**src/rtl/div_ctrl_pkg.sv**
```systemverilog
// Shared definitions for the iterative divider sequencer.
//   state_t     : FSM encodings (IDLE/BUSY/DONE)
//   WIDTH_DEF   : default operand/result width
//   CNT_W_DEF   : default iteration counter width (2^CNT_W > WIDTH)
//   DIVZERO_LO  : quotient returned for a zero divisor (all ones)
package div_ctrl_pkg;
  localparam int WIDTH_DEF = 32;
  localparam int CNT_W_DEF = 6;

  typedef enum logic [1:0] {
    IDLE = 2'd0,
    BUSY = 2'd1,
    DONE = 2'd2
  } state_t;

  localparam logic [WIDTH_DEF-1:0] DIVZERO_LO = '1;
endpackage

```
**src/rtl/div_ctrl_if.sv**
```systemverilog
// EX-stage <-> divider bus.
//   master : EX side (drives request, flush, EX hold; observes stall/result)
//   slave  : divider side
interface div_ctrl_if import div_ctrl_pkg::*; #(
  parameter int WIDTH = WIDTH_DEF
) ();
  logic             start_i;
  logic             signed_i;
  logic [WIDTH-1:0] a_i;
  logic [WIDTH-1:0] b_i;
  logic             cancel_i;
  logic             ex_stall_i;
  logic             stall_div_o;
  logic             result_valid_o;
  logic [WIDTH-1:0] hi_o;
  logic [WIDTH-1:0] lo_o;

  modport master (
    output start_i, signed_i, a_i, b_i, cancel_i, ex_stall_i,
    input  stall_div_o, result_valid_o, hi_o, lo_o
  );

  modport slave (
    input  start_i, signed_i, a_i, b_i, cancel_i, ex_stall_i,
    output stall_div_o, result_valid_o, hi_o, lo_o
  );
endinterface

```
**src/rtl/div_ctrl_step.sv**
```systemverilog
// One restoring-division iteration (combinational).
//   rq     : current {remainder, quotient}
//   dvsr   : divisor magnitude
//   rq_nxt : {remainder, quotient} after shift + trial subtract
module div_step #(
  parameter int WIDTH = 32
) (
  input  logic [2*WIDTH-1:0] rq,
  input  logic [WIDTH-1:0]   dvsr,
  output logic [2*WIDTH-1:0] rq_nxt
);
  logic [WIDTH:0] sh, diff;

  // rem < dvsr always holds, so the shifted remainder is < 2*dvsr and
  // diff[WIDTH] is exactly the borrow of the trial subtraction.
  always_comb begin
    sh     = rq[2*WIDTH-1:WIDTH-1];
    diff   = sh - {1'b0, dvsr};
    rq_nxt = {sh[WIDTH-1:0], rq[WIDTH-2:0], 1'b0};
    if (!diff[WIDTH]) rq_nxt = {diff[WIDTH-1:0], rq[WIDTH-2:0], 1'b1};
  end
endmodule

```
**src/rtl/div_ctrl.sv**
```systemverilog
// DIV/DIVU sequencer feeding HILO: one restoring iteration per cycle,
// stalls F/D/E while busy, holds the result until EX advances.
//   clk, resetn : clock, synchronous active-low reset
//   bus (slave) : start/signed/a/b/cancel/ex_stall in,
//                 stall_div/result_valid/hi(rem)/lo(quot) out
module div_ctrl import div_ctrl_pkg::*; #(
  parameter int WIDTH = WIDTH_DEF,
  parameter int CNT_W = CNT_W_DEF
) (
  input logic       clk,
  input logic       resetn,
  div_ctrl_if.slave bus
);
  state_t           state, state_nxt;
  logic [CNT_W-1:0] cnt;
  logic [WIDTH-1:0] rem, quot, dvsr, hi, lo;
  logic             q_neg, r_neg;
  logic             go, fin;
  logic             a_neg, b_neg, b_zero;
  logic [WIDTH-1:0] abs_a, abs_b, rem_n, quot_n;
  logic [2*WIDTH-1:0] rq_nxt;

  assign a_neg  = bus.signed_i & bus.a_i[WIDTH-1];
  assign b_neg  = bus.signed_i & bus.b_i[WIDTH-1];
  assign abs_a  = a_neg ? -bus.a_i : bus.a_i;
  assign abs_b  = b_neg ? -bus.b_i : bus.b_i;
  assign b_zero = (bus.b_i == '0);

  div_step #(.WIDTH(WIDTH)) u_step (
    .rq     ({rem, quot}),
    .dvsr   (dvsr),
    .rq_nxt (rq_nxt)
  );

  assign rem_n  = rq_nxt[2*WIDTH-1:WIDTH];
  assign quot_n = rq_nxt[WIDTH-1:0];

  always_ff @(posedge clk) begin
    if (!resetn) state <= IDLE;
    else         state <= state_nxt;
  end

  always_comb begin
    state_nxt = state;
    go        = 1'b0;
    fin       = 1'b0;
    case (state)
      IDLE: if (bus.start_i && !bus.cancel_i) begin
        go        = 1'b1;
        state_nxt = b_zero ? DONE : BUSY;
      end
      BUSY: if (cnt == CNT_W'(WIDTH-1)) begin
        fin       = !bus.cancel_i;
        state_nxt = DONE;
      end
      DONE: if (!bus.ex_stall_i) state_nxt = IDLE;
      default: state_nxt = IDLE;
    endcase
    if (bus.cancel_i) state_nxt = IDLE;
  end

  // Gated by resetn so the hazard unit never sees a stall while in reset.
  assign bus.stall_div_o = resetn & !bus.cancel_i &
                           (((state == IDLE) & bus.start_i) | (state == BUSY));
  assign bus.result_valid_o = (state == DONE);
  assign bus.hi_o = hi;
  assign bus.lo_o = lo;

  always_ff @(posedge clk) begin
    if (!resetn) begin
      cnt   <= '0;
      rem   <= '0;
      quot  <= '0;
      dvsr  <= '0;
      q_neg <= 1'b0;
      r_neg <= 1'b0;
      hi    <= '0;
      lo    <= '0;
    end else if (go) begin
      cnt   <= '0;
      rem   <= '0;
      quot  <= abs_a;
      dvsr  <= abs_b;
      q_neg <= a_neg ^ b_neg;
      r_neg <= a_neg;
      // Zero divisor skips iteration: raw dividend as remainder.
      if (b_zero) begin
        hi <= bus.a_i;
        lo <= WIDTH'(signed'(DIVZERO_LO));
      end
    end else if (state == BUSY && !bus.cancel_i) begin
      cnt  <= cnt + CNT_W'(1);
      rem  <= rem_n;
      quot <= quot_n;
      // Negating a zero remainder yields zero, so no special case needed.
      if (fin) begin
        hi <= r_neg ? -rem_n  : rem_n;
        lo <= q_neg ? -quot_n : quot_n;
      end
    end
  end
endmodule
```
**src/flat_wrapper.sv**
```systemverilog
// flat-port wrapper written by rule: the top's interface ports become plain ports
module div_ctrl_flat import div_ctrl_pkg::*;
#(
  parameter int WIDTH = WIDTH_DEF,
  parameter int CNT_W = CNT_W_DEF
)
  (clk, resetn, bus_start_i, bus_signed_i, bus_a_i, bus_b_i, bus_cancel_i, bus_ex_stall_i, bus_stall_div_o, bus_result_valid_o, bus_hi_o, bus_lo_o);
  div_ctrl_if #(.WIDTH(WIDTH)) bus_i ();
  input logic clk;
  input logic resetn;
  input wire logic [$bits(bus_i.start_i)-1:0] bus_start_i;
  input wire logic [$bits(bus_i.signed_i)-1:0] bus_signed_i;
  input wire logic [$bits(bus_i.a_i)-1:0] bus_a_i;
  input wire logic [$bits(bus_i.b_i)-1:0] bus_b_i;
  input wire logic [$bits(bus_i.cancel_i)-1:0] bus_cancel_i;
  input wire logic [$bits(bus_i.ex_stall_i)-1:0] bus_ex_stall_i;
  output wire logic [$bits(bus_i.stall_div_o)-1:0] bus_stall_div_o;
  output wire logic [$bits(bus_i.result_valid_o)-1:0] bus_result_valid_o;
  output wire logic [$bits(bus_i.hi_o)-1:0] bus_hi_o;
  output wire logic [$bits(bus_i.lo_o)-1:0] bus_lo_o;
  assign bus_i.start_i = bus_start_i;
  assign bus_i.signed_i = bus_signed_i;
  assign bus_i.a_i = bus_a_i;
  assign bus_i.b_i = bus_b_i;
  assign bus_i.cancel_i = bus_cancel_i;
  assign bus_i.ex_stall_i = bus_ex_stall_i;
  assign bus_stall_div_o = bus_i.stall_div_o;
  assign bus_result_valid_o = bus_i.result_valid_o;
  assign bus_hi_o = bus_i.hi_o;
  assign bus_lo_o = bus_i.lo_o;
  div_ctrl #(.WIDTH(WIDTH), .CNT_W(CNT_W)) u_core (.clk(clk), .resetn(resetn), .bus(bus_i));
endmodule
```
**config.mk**
```make
export PLATFORM = sky130hd
export DESIGN_NAME = div_ctrl_flat
export DESIGN_NICKNAME = d
export VERILOG_FILES = /design/src/rtl/div_ctrl_pkg.sv /design/src/rtl/div_ctrl_if.sv /design/src/rtl/div_ctrl_step.sv /design/src/rtl/div_ctrl.sv /design/src/flat_wrapper.sv
export SDC_FILE = /design/constraint.sdc
export NUM_CORES = 1
export LEC_CHECK = 0
export BUFFER_PORTS_ARGS = -buffer_cell sky130_fd_sc_hd__buf_2
export CELL_PAD_IN_SITES_DETAIL_PLACEMENT = 1
export CELL_PAD_IN_SITES_GLOBAL_PLACEMENT = 2
export CORE_MARGIN = 4
export CORE_UTILIZATION = 38
export CTS_CLUSTER_DIAMETER = 100
export CTS_CLUSTER_SIZE = 40
export DETAILED_ROUTE_END_ITERATION = 10
export PLACE_DENSITY = 0.9
export SYNTH_ARGS = -nofsm -noshare
export SYNTH_HDL_FRONTEND = slang
export SYNTH_SLANG_ARGS = --single-unit
```
**constraint.sdc**
```tcl
create_clock -name clk -period 13.5 [get_ports clk]
set_clock_uncertainty 0.05 [all_clocks]
set_input_delay 2.7 -clock clk [delete_from_list [all_inputs] [get_ports clk]]
set_output_delay 2.7 -clock clk [all_outputs]
set_load 0.1 [all_outputs]
```
==> results.sh <==
export IMPL_status="completed"
export IMPL_muxShareOfSynthArea_pct=3.057
export IMPL_cp_start_kind="input pin"
export IMPL_cts_resized=0
export IMPL_numPortBuffers=135
export IMPL_period_minus_slack_ns=6.866
export IMPL_yosysMostFrequentCell="nor2_1"
export IMPL_vdd_drop_max_v=0.00008641
export IMPL_die_w_um=185.3
export IMPL_slew_headroom_pct=32.83
export IMPL_ys_ff_latch=170
export IMPL_p_seq_share_pct=37.8
export IMPL_detail_route_antenna_nets=0
export IMPL_synth_area_top_cells="dfxtp_1 28%, a21oi_1 5.8%, nor2_1 5.5%"
export IMPL_min_path_type="flop to flop"
export IMPL_drv_slew=0
export IMPL_pre_cts_ws_ns=6.593
export IMPL_hold_viol=0
export IMPL_track_usage_pct=22.68
export IMPL_drive_above_1_share_pct=14.50
export IMPL_routabilityCongestion=0.9281
export IMPL_diodes=0
export IMPL_setup_tns_ns=0
export IMPL_synth_compound_area_share_pct=27.93
export IMPL_synthAdderAreaFrac_pct=4.041
export IMPL_clock_sinks=170
export IMPL_grt_ovfl_total=0
export IMPL_async_reset_ff_share_pct=0
export IMPL_ys_flop_type="dfxtp_1"
export IMPL_initial_utilization_pct=38.76
export IMPL_synth_cell_types=88
export IMPL_synthSimpleGateAreaFrac_pct=21.25
export IMPL_first_global_vias=11873
export IMPL_end_kind="output port"
export IMPL_setup_viol=0
export IMPL_post_cts_buffers=0
export IMPL_cts_buffers=17
export IMPL_multi_input_area_um2=7890
export IMPL_yosysSeqAreaShare_pct=28.48
export IMPL_dp_cells=1999
export IMPL_cts_tree="yes"
export IMPL_first_iter_violations=806
export IMPL_whs_path_depth=2
export IMPL_syn2layout_area_growth_pct=11.73
export IMPL_setup_slack_ns=6.634
export IMPL_syn_num_nets=1668
export IMPL_seqCellArea_um2=3403
export IMPL_synth_commonest_cells="175 x nor2_1, 170 x dfxtp_1, 164 x nand2_1"
export IMPL_finish_utilization_pct=43.31
export IMPL_critPathMaxFanout=53
export IMPL_stdcell_count=2031
export IMPL_grt_pass1_wl_um=63270
export IMPL_power_density_nw_per_um2=105.7
export IMPL_cp_required_ns=10.75
export IMPL_dr_pass1_iters=5
export IMPL_finalCritPeriodShare_pct=50.86
export IMPL_drc=0
export IMPL_p_int_mw=0.9036
export IMPL_dp_hpwl_um=28940
export IMPL_crit_arrival_ns=4.12
export IMPL_antenna_found_initial=0
export IMPL_swShare_pct=35.99
export IMPL_core_area_um2=30830
export IMPL_p_switching_mw=0.5081
export IMPL_die_area_um2=34350
export IMPL_num_io_pins=136
export IMPL_pwr_share_clk_pct=35.6
export IMPL_fillCellCount=3842
export IMPL_insertion_delay_ns=0.45
export IMPL_syn_inst=1560
export IMPL_htreeDepth=4
export IMPL_synth_area_per_cell_um2=7.660
export IMPL_grt_max_degree=93
export IMPL_hold_buffers=0
export IMPL_synth_top_family_by_area="compound AO/OA/AOI/OAI gates"
export IMPL_wl_per_cell_um=19.42
export IMPL_cts_buffer_depth=2
export IMPL_synth_xor_area_share_pct=9.528
export IMPL_synth_top_cell_by_area="dfxtp_1"
export IMPL_nNetsFinal=1730
export IMPL_viasPerCell=5.795
export IMPL_maxCapViolations=0
export IMPL_netlist_area_leader_share_pct=28.48
export IMPL_reg2reg_depth=20
export IMPL_synth_edf_count=0
export IMPL_cts_clk_slew_worst_paths_ns=0.08
export IMPL_rows=64
export IMPL_num_vias=11770
export IMPL_power_frac_comb_pct=26.5
export IMPL_wirelength_um=39450
export IMPL_fmax_mhz=145.6
export IMPL_clockRootBuffer="clkbuf_16"
export IMPL_rsz0062_at_grt="false"
export IMPL_p_leak_nw=5.125
export IMPL_synth_warnings=0
export IMPL_synth_area_um2=11950
export IMPL_tightest_slew_ns=1.008
export IMPL_die_y_um=185.3
export IMPL_setup_worst_path_class="input pin to output port"
[area by class of cell]
cell class              count  area share (%)
clock buffers              18           3.289
multi-input cells        1233           59.09
inverters                  50           1.406
flip-flops and latches    170           25.49
repair buffers            150           5.904
clock inverters            14           1.106
well taps                 396           3.711
[kinds of logic after synthesis]
family,count (synthesis)
multiplexers,36
flip-flops,170
AO/OA/AOI/OAI,494
AND/OR/NAND/NOR,535
XOR/XNOR,130
adder cells (fa/ha/maj),38
buffers and inverters,157
[critical path, cell delays in order]
cell	delay (ns)
buf_2	0.08
buf_4	0.46
nand2b_1	0.18
nor3_1	0.22
buf_2	0.47
[worst paths after layout]
path	to	startpoint	slack [ns]
hold reg to reg	u_core.dvsr[31]	u_core.dvsr[31]	0.40
hold / removal	u_core.dvsr[31]	u_core.dvsr[31]	0.40
setup reg to reg	u_core.bus.lo_o[24]	u_core.quot[31]	7.77
setup / recovery	bus_stall_div_o	resetn	6.63
[flip-flops by register name, summed over array words and instances, names as in the netlist]
name and cells:
u_core.rem 32, u_core.state 2, u_core.bus.hi_o 32, u_core.r_neg 1, u_core.dvsr 32, u_core.cnt 6
u_core.quot 32, u_core.q_neg 1, u_core.bus.lo_o 32
[metrics by stage]
| stage | total power [mW] | hold slack [ns] | cell area [µm²] |
|---|---|---|---|
| after floorplan | 0.8151 | 0.3819 | 11950 |
| after global placement | 0.9069 | 0.3899 | 12760 |
| after detailed placement | 0.9154 | 0.3967 | 12760 |
| after CTS | 1.416 | 0.4067 | 13350 |
| after global routing | 1.481 | 0.4306 | 13350 |
| final | 1.412 | 0.4025 | 13350 |
[cell usage in the layout, fill, tap and decap left out, types with 5 or more instances in the layout]
cell type	n
o41ai_1	15
o31ai_1	18
a311oi_1	37
a21o_1	18
nand2_1	164
o221a_2	8
o21ai_0	88
and3_1	8
nor3_1	41
clkbuf_16	17
and2_1	8
or2_2	10
nor4_1	16
or3_1	17
dfxtp_1	170
o211ai_1	17
nand2b_1	15
buf_4	15
nor2b_1	7
a21oi_1	139
or4_1	13
inv_8	5
inv_1	48
ha_1	37
nor3b_1	5
nor2_1	173
mux2i_1	32
nand3_1	17
nand4_1	12
buf_2	135
o21a_1	9
a31oi_1	21
xor2_1	74
xnor2_1	56
a211oi_1	62
[layer usage]
metal / GRT usage [%] / share of wire [%] / up-vias
met1: 31.02 / 48 / 5667
met5: 0 / 0 / -
met2: 38.00 / 46 / 237
li1: - / - / 5820
met4: 5.696 / 1.7 / 0
met3: 2.848 / 3.9 / 46
[power by group through the flow]
| stage | registers, mW | clock network, mW | logic, mW |
|---|---|---|---|
| after detailed placement | 0.546 | 0 | 0.370 |
| after CTS | 0.534 | 0.510 | 0.373 |
| after global placement | 0.545 | 0 | 0.362 |
| final | 0.534 | 0.503 | 0.375 |
| after floorplan | 0.539 | 0 | 0.276 |
| after global routing | 0.536 | 0.531 | 0.414 |
(Power assumes the default switching activity.)
